[config.mk]
export PLATFORM = sky130hd
export DESIGN_NAME = selecao_contador_bebida
export DESIGN_NICKNAME = d
export VERILOG_FILES = /design/src/rtl/selecao_contador_bebida.sv
export SDC_FILE = /design/constraint.sdc
export NUM_CORES = 1
export LEC_CHECK = 0
export ABC_AREA = 1
export CAP_MARGIN = 30
export CORE_ASPECT_RATIO = 0.6
export CORE_MARGIN = 3
export CORE_UTILIZATION = 50
export DETAILED_ROUTE_END_ITERATION = 10
export PLACE_DENSITY = 0.75
export SYNTH_ARGS = -nofsm -noshare
export SYNTH_HDL_FRONTEND = slang
export SYNTH_SLANG_ARGS = --single-unit
export TNS_END_PERCENT = 30
[constraint.sdc]
create_clock -name clock -period 1.1 [get_ports clock]
set_input_delay 0.22 -clock clock [delete_from_list [all_inputs] [get_ports clock]]
set_output_delay 0.22 -clock clock [all_outputs]
set_load 0.01 [all_outputs]
[src/rtl/selecao_contador_bebida.sv]
`default_nettype none
// ============================================================================
// Module      : selecao_contador_bebida
// Description : Front-panel front end for the S2 drink-choice display.
//               Both raw buttons are synchronised (two flops) and debounced,
//               and their rising debounced edges drive an
//               idle / select / confirm state machine. It produces the 2-bit
//               selection count shown by the S2 decoder, plus a latched
//               confirmed code with a one-cycle strobe for the brewing
//               controller.
//
// Parameters  : DEBOUNCE_CICLOS  stable samples needed to change a debounced
//                                level (2..255)
//               TIMEOUT_CICLOS   inactivity limit in cycles (2..65535), only
//                                used when TIMEOUT_INATIVIDADE_EN is defined
//
// Build macro : TIMEOUT_INATIVIDADE_EN - when defined, a 16-bit inactivity
//               counter returns the panel to idle after TIMEOUT_CICLOS cycles
//               without an accepted press. It covers the selecting state and
//               the confirmed state before busy has been seen. When the macro
//               is undefined, no counter is built.
//
// Ports       : clock           in   system clock, rising edge
//               reset           in   asynchronous active-high reset
//               botaoAvanca     in   raw "next drink" button (async)
//               botaoConfirma   in   raw "confirm" button (async)
//               maquinaOcupada  in   brewing controller busy flag (sync)
//               saida1Contador  out  selection count MSB (registered)
//               saida2Contador  out  selection count LSB (registered)
//               escolhaCodigo   out  [1:0] last confirmed selection
//               escolhaPronta   out  one-cycle strobe: escolhaCodigo updated
//               estadoSelecao   out  [1:0] FSM state (debug)
//
// Revision    : 1.0 - initial release
// ============================================================================
module selecao_contador_bebida #(
    parameter int DEBOUNCE_CICLOS = 16,
    parameter int TIMEOUT_CICLOS  = 1000
) (
    input  logic       clock,
    input  logic       reset,
    input  logic       botaoAvanca,
    input  logic       botaoConfirma,
    input  logic       maquinaOcupada,
    output logic       saida1Contador,
    output logic       saida2Contador,
    output logic [1:0] escolhaCodigo,
    output logic       escolhaPronta,
    output logic [1:0] estadoSelecao
);

    // FSM encoding (also the debug encoding on estadoSelecao)
    localparam logic [1:0] C_OCIOSO      = 2'b00;
    localparam logic [1:0] C_SELECIONANDO = 2'b01;
    localparam logic [1:0] C_CONFIRMADO  = 2'b10;

    localparam logic [7:0] C_DEB_LAST = 8'(DEBOUNCE_CICLOS - 1);

    // ------------------------------------------------------------------------
    // Input conditioning. Bit 0 is Avanca and bit 1 is Confirma.
    // ------------------------------------------------------------------------
    logic [1:0] w_raw;
    logic [1:0] r_sync1;
    logic [1:0] r_sync2;
    logic [1:0] r_deb;
    logic [1:0] r_deb_d;
    logic [7:0] r_deb_cnt [2];
    logic [1:0] w_press;

    assign w_raw = {botaoConfirma, botaoAvanca};

    always_ff @(posedge clock or posedge reset) begin
        if (reset) begin
            r_sync1      <= '0;
            r_sync2      <= '0;
            r_deb        <= '0;
            r_deb_d      <= '0;
            r_deb_cnt[0] <= '0;
            r_deb_cnt[1] <= '0;
        end else begin
            r_sync1 <= w_raw;
            r_sync2 <= r_sync1;
            r_deb_d <= r_deb;
            for (int i = 0; i < 2; i++) begin
                // Count consecutive samples that disagree with the debounced
                // level. Any agreeing sample restarts the count.
                if (r_sync2[i] != r_deb[i]) begin
                    if (r_deb_cnt[i] == C_DEB_LAST) begin
                        r_deb[i]     <= r_sync2[i];
                        r_deb_cnt[i] <= '0;
                    end else begin
                        r_deb_cnt[i] <= r_deb_cnt[i] + 8'd1;
                    end
                end else begin
                    r_deb_cnt[i] <= '0;
                end
            end
        end
    end

    // One-cycle press event on the debounced 0->1 transition
    assign w_press = r_deb & ~r_deb_d;

    // Presses are dropped while the brewer is busy. The debouncers keep
    // tracking the buttons regardless.
    logic w_ev_av;
    logic w_ev_cf;
    assign w_ev_av = w_press[0] & ~maquinaOcupada;
    assign w_ev_cf = w_press[1] & ~maquinaOcupada;

    // ------------------------------------------------------------------------
    // FSM state and datapath registers
    // ------------------------------------------------------------------------
    logic [1:0] r_state;
    logic [1:0] w_next_state;
    logic [1:0] r_count;
    logic [1:0] w_next_count;
    logic [1:0] r_codigo;
    logic [1:0] w_next_codigo;
    logic       r_pronta;
    logic       w_next_pronta;
    logic       r_viu;
    logic       w_next_viu;
    logic       w_timeout;

`ifdef TIMEOUT_INATIVIDADE_EN
    localparam logic [15:0] C_TO_LAST = 16'(TIMEOUT_CICLOS - 1);

    logic [15:0] r_inativo;
    logic        w_ativo;
    logic        w_aceito;

    // Once busy has been seen in CONFIRMADO, the exit is guaranteed, so the
    // timer only guards against a brewer that never starts.
    assign w_ativo   = (r_state == C_SELECIONANDO) ||
                       ((r_state == C_CONFIRMADO) && !r_viu);
    assign w_aceito  = (r_state == C_SELECIONANDO) && (w_ev_av || w_ev_cf);
    assign w_timeout = w_ativo && !w_aceito && (r_inativo == C_TO_LAST);

    always_ff @(posedge clock or posedge reset) begin
        if (reset) begin
            r_inativo <= '0;
        end else if ((w_next_state != r_state) || w_aceito || !w_ativo) begin
            r_inativo <= '0;
        end else begin
            r_inativo <= r_inativo + 16'd1;
        end
    end
`else
    assign w_timeout = 1'b0;
`endif

    // State register
    always_ff @(posedge clock or posedge reset) begin
        if (reset) begin
            r_state  <= C_OCIOSO;
            r_count  <= '0;
            r_codigo <= '0;
            r_pronta <= 1'b0;
            r_viu    <= 1'b0;
        end else begin
            r_state  <= w_next_state;
            r_count  <= w_next_count;
            r_codigo <= w_next_codigo;
            r_pronta <= w_next_pronta;
            r_viu    <= w_next_viu;
        end
    end

    // Next-state logic
    always_comb begin
        w_next_state = r_state;
        case (r_state)
            C_OCIOSO: begin
                if (w_ev_av) begin
                    w_next_state = C_SELECIONANDO;
                end
            end
            C_SELECIONANDO: begin
                if (w_ev_cf) begin
                    w_next_state = C_CONFIRMADO;
                end else if (w_timeout) begin
                    w_next_state = C_OCIOSO;
                end
            end
            C_CONFIRMADO: begin
                // Return only after the brewer has been busy and released
                if (!maquinaOcupada && r_viu) begin
                    w_next_state = C_OCIOSO;
                end else if (w_timeout) begin
                    w_next_state = C_OCIOSO;
                end
            end
            default: w_next_state = C_OCIOSO;
        endcase
    end

    // Datapath / output logic
    always_comb begin
        w_next_count  = r_count;
        w_next_codigo = r_codigo;
        w_next_pronta = 1'b0;
        w_next_viu    = r_viu;
        case (r_state)
            C_OCIOSO: begin
                w_next_count = 2'b00;
            end
            C_SELECIONANDO: begin
                // Confirm has priority: the latched code is the count before
                // any simultaneous advance.
                if (w_ev_cf) begin
                    w_next_codigo = r_count;
                    w_next_pronta = 1'b1;
                end else if (w_ev_av) begin
                    w_next_count = r_count + 2'd1;
                end
            end
            C_CONFIRMADO: begin
                if (maquinaOcupada) begin
                    w_next_viu = 1'b1;
                end
            end
            default: ;
        endcase
        if (w_next_state == C_OCIOSO) begin
            w_next_count = 2'b00;
        end
        if (w_next_state != C_CONFIRMADO) begin
            w_next_viu = 1'b0;
        end
    end

    assign saida1Contador = r_count[1];
    assign saida2Contador = r_count[0];
    assign escolhaCodigo  = r_codigo;
    assign escolhaPronta  = r_pronta;
    assign estadoSelecao  = r_state;

endmodule
`default_nettype wire
# == Word level (Yosys, flattened, before mapping) ==
# Cells that the tools add are included.
# op_classes
reduce_logical,12
addsub,3
n_eq_ne,9
n_bitwise,5
mux,17
# op_table
cell,count
$mux 8,4
$add 8x1->8 const B,2
$eq 8x4->1 const B,2
$mux 2,6
$reduce_and 2->1,4
$ne 3x3->1 const B,2
$pmux 2 s3,1
$mux 1,5
$logic_not 2->1,2
$pmux 2 s2,1
$reduce_bool 2->1,2
$reduce_and 3->1,1
$reduce_bool 3->1,1
$add 2x1->2 const B,1
$and 1x1->1,2
$and 2x2->2,1
$eq 2x1->1 const B,1
$eq 2x2->1 const B,1
$ne 1x1->1,2
$ne 2x2->1 const B,1
$not 2->2,1
$logic_and 1x1->1,1
$logic_not 1->1,1
$not 1->1,1
# totals
regBits,32
input_bits,5
output_inout_bits,7
wordCells,58

# == Depth between registers and ports, before layout ==
# depth
word_depth,8
depth_mapped,7
ltp_nobuf,7

# == Worst setup path before layout ==
# No wires, ideal clock.
# synth_timing
path_type,reg2reg
from,register r_deb_cnt[0] in the netlist's numbering
to,register r_deb_cnt[4] in the netlist's numbering
n_path_buf,0
synth_period_minus_slack_ns,1.161
arrival_time_ns,1.038
stages_incl_launch_ff,8
setup_slack_ns,-0.061
setup_time_ns,0.122
path_cell_list,dfrtp_1 > ha_1 > nand2_1 > inv_1 > nand2_1 > nand2_1 > o21ai_0 > nor2_2
# synth_via
elab_chain_len,3
# synth_lines
item,line,text
"start, declared",67,logic [7:0] r_deb_cnt [2];
"start signal, assigned by index",92,r_deb_cnt[i] <= r_deb_cnt[i] + 8'd1;
$add 8x1->8 or $eq 8x4->1 (tied branches),"92, 88",
$mux 8 (*),88,if (r_deb_cnt[i] == C_DEB_LAST) begin
$mux 8 (*),87,if (r_sync2[i] != r_deb[i]) begin
# Mark *: on every way between the ends. The rest lies on a longest branch, timed or not.
# A chain may end at the register's enable or synchronous reset.

# == Final worst setup path ==
# layout_timing
from,register r_deb_cnt[0] in the netlist's numbering
to,register r_deb_cnt[5] in the netlist's numbering
# Same word-level chain as after synthesis.

==> results by group <==
Outcome
  • Failing checks: setup timing
  • Status: finished with violations

Global route
  • Initial antenna violation count: 0
  • Vias in the first global route: 1100
  • Gr usage total: 19.87%
  • Remaining Overflow, GRT: 0
  • Largest net degree at the start of global routing: 33
  • First-pass GRT wire length: 5.002 mm

Logic synthesis
  • #FFs+latches synth: 32
  • Seq/Total Area, Yosys: 55.27%
  • Mapped cell area: 0.001449 mm2
  • Mean Syn Cell Area: 8.889 um2
  • Synth warnings: 0
  • Ys flop type: dfrtp_1
  • Syn_nets: 170
  • Post-synthesis cell type count: 19
  • Post-Synthesis Cells: 163
  • Fraction of registers with async set/reset: 100.0%
  • Post-synth EDFFs: 0

Floorplanning
  • Die Height: 47.70 um
  • Rows: 14
  • Total Die Area: 0.003601 mm2
  • Core area: 0.002628 mm2
  • IO Count: 12
  • Die width: 75.50 um
  • Starting Density: 55.14%

Final layout
  • Synth-to-Final Area Change: 34.37%
  • Post-layout util: 74.10%
  • Layout cells sized above 1: 36.50%
  • Fin nets: 207
  • Non-Filler Instances: 232
  • Final Instance Area: 0.001947 mm2
  • N_diodes: 0
  • Fillers: 181

Setup path
  • CP max stage delay: 370 ps
  • Worst EP arrival: 1340 ps
  • CP endpoint kind: flip-flop
  • Worst setup SP type: flip-flop
  • CP cell instances: buf_4, nand3_4, nor2_4, nand2_1, nand2_1, nand2_1, nor2_1
  • Worst setup path class: reg -> reg
  • CP max FO: 4
  • Cell repeated most along the worst path: nand2_1
  • Critical path's slowest cell: dfrtp_1
  • Worst path required time: 1300 ps

STA
  • Achievable Freq: 879.0 MHz
  • Slew margin rel.: 82.31%
  • Unrepaired setup endpoints after global routing: yes
  • Final hold viol count: 0
  • Final hold slack: 276.8 ps
  • Tmin final: 1138 ps
  • Max-slew violations: 0
  • Final setup violation count: 6
  • Setup Skew: 6.981 ps
  • Slack of the critical path: -37.65 ps
  • Slew at the pin closest to its max-slew limit: 263.1 ps
  • Final Cycle Share: 103.4%

Clock tree
  • CTS H-Tree Depth: 2
  • CTS Hold Bufs: 0
  • CTS buffer count: 5
  • Sink Count: 32
  • CTS Buffer Depth: 2
  • Clk_lat worst skew: 280 ps
  • Clock Pin Slew Worst Setup and Hold Paths: 70 ps
  • CTS tree: yes
  • Root Buffer: clkbuf_8

Route
  • # DRC: 0
  • Met1 Routed Length: 1.472 mm
  • Met2 wire len: 1.588 mm
  • Final WL: 3.276 mm
  • DR pass1 iterations: 4
  • Via density: 5.159
  • Post-route ant nets: 0
  • Via count: 1197
  • Initial DRC count: 60
  • Routed len/inst: 14.12 um
  • Top Metal Used: met4
  • Met3 routed WL: 173 um

Placed design
  • Post-Place Cells: 222
  • DP Area: 0.001737 mm2
  • Buffers on Ports: 11
  • Setup WS pre-CTS: -283.3 ps
  • Final RePlAce weighted congestion: 0.8083
  • Detail Placement HPWL: 2.064 mm

Job
  • Max-Cap Viols: 0

Pwr
  • Peak supply drop: 0.0007729 V
  • Power Density: 1162 mW/mm2
  • P_leak: 0.9642 nW

Hold path
  • Hold crit path type: in -> async
synthesized netlist by cell type (all sizes together), types with 2 or more instances:
cell / count / area [um2]
xor2: 2 / 17.52
nor2: 29 / 121.4
ha: 2 / 25.02
inv: 22 / 82.58
nand3: 12 / 65.06
nand3b: 5 / 37.54
nand4: 2 / 12.51
o21bai: 4 / 41.29
nor3: 2 / 10.01
xnor2: 2 / 32.53
a21oi: 4 / 20.02
o21ai: 6 / 30.03
nand2: 38 / 145.1
dfrtp: 32 / 800.8
critical path, delay by kind of cell, from the launching register on:
family,cells,cell delay [ps]
AND/OR/NAND/NOR,6,540
flip-flops,1,370
buffers and inverters,1,150
kinds of logic after synthesis:
logic type      share of synthesized area (%)
flops                                   55.27
buf+inv                                 5.700
fa+ha+maj                               1.727
xor+xnor                                3.454
compound gates                          6.822
simple gates                            27.03
what timing repair did:
action                                  4_1_cts  5_1_grt
endpoints found under the setup margin       22       22
buffers inserted                              1        2
pin swaps                                     8        5
gates resized for setup                      46       27
flip-flops by register name, indices dropped and copies added (netlist names), 2 cells and up:
register	cells
r_sync2	2
r_sync1	2
r_deb_d	2
estadoSelecao	2
escolhaCodigo	2
r_deb	2
r_count	2
r_deb_cnt	16
worst paths after layout:
check / from / endpoint / slack (ps) / cells after the start
worst max-delay path: r_deb_cnt[0]$_DFF_PP0_ / r_deb_cnt[5]$_DFF_PP0_ / -40 / 7
worst min-delay path: reset / r_deb_cnt[1]$_DFF_PP0_ / 280 / 3
worst max register to register: r_deb_cnt[0]$_DFF_PP0_ / r_deb_cnt[5]$_DFF_PP0_ / -40 / 7
worst min register to register: r_sync1[1]$_DFF_PP0_ / r_sync2[1]$_DFF_PP0_ / 360 / 0
max in group asynchronous: reset / r_deb_cnt[11]$_DFF_PP0_ / 640 / 3
min in group clock: r_sync1[1]$_DFF_PP0_ / r_sync2[1]$_DFF_PP0_ / 360 / 0
layout by cell type (no fill, tap or decap), drive strengths merged:
cell type	count
a21oi	4
buf	25
clkbuf	7
clkdlybuf4s50	4
clkinv	1
dfrtp	32
ha	2
inv	22
nand2	38
nand3	12
nand3b	5
nand4	2
nor2	29
nor3	2
o21ai	6
o21bai	4
o31ai	1
xnor2	2
xor2	2
power breakdown:
group	leakage (nW)	internal, mW	switching [mW]
clock	0.0410	0.429	0.406
combinational	0.496	0.0934	0.0996
sequential	0.427	1.21	0.0254
total	0.964	1.73	0.531
per-layer routing:
layer  track usage, %  vias up
met3            6.499        6
met5                0        -
li1                 -      588
met1            25.56      569
met4            9.408        0
met2            31.05       34
final cells by class:
cell class              instances  area (um2)  area share [%]
flip-flops and latches         32       804.5           41.32
multi-input cells             109       705.7           36.25
repair buffers                 30       234.0           12.02
inverters                      22       85.08           4.370
clock buffers                   6       72.57           3.728
well taps                      32       40.04           2.057
clock inverters                 1       5.005          0.2571
stage by stage:
step                      setup TNS (ps)  total power, mW
final                             -159.3            2.263
after global routing               -1124            2.357
after CTS                         -118.0            2.254
after detailed placement           -2369            1.415
after global placement             -1311            1.407
after floorplan                        0            1.337
Note: power is estimated with default switching activity, not from simulation.
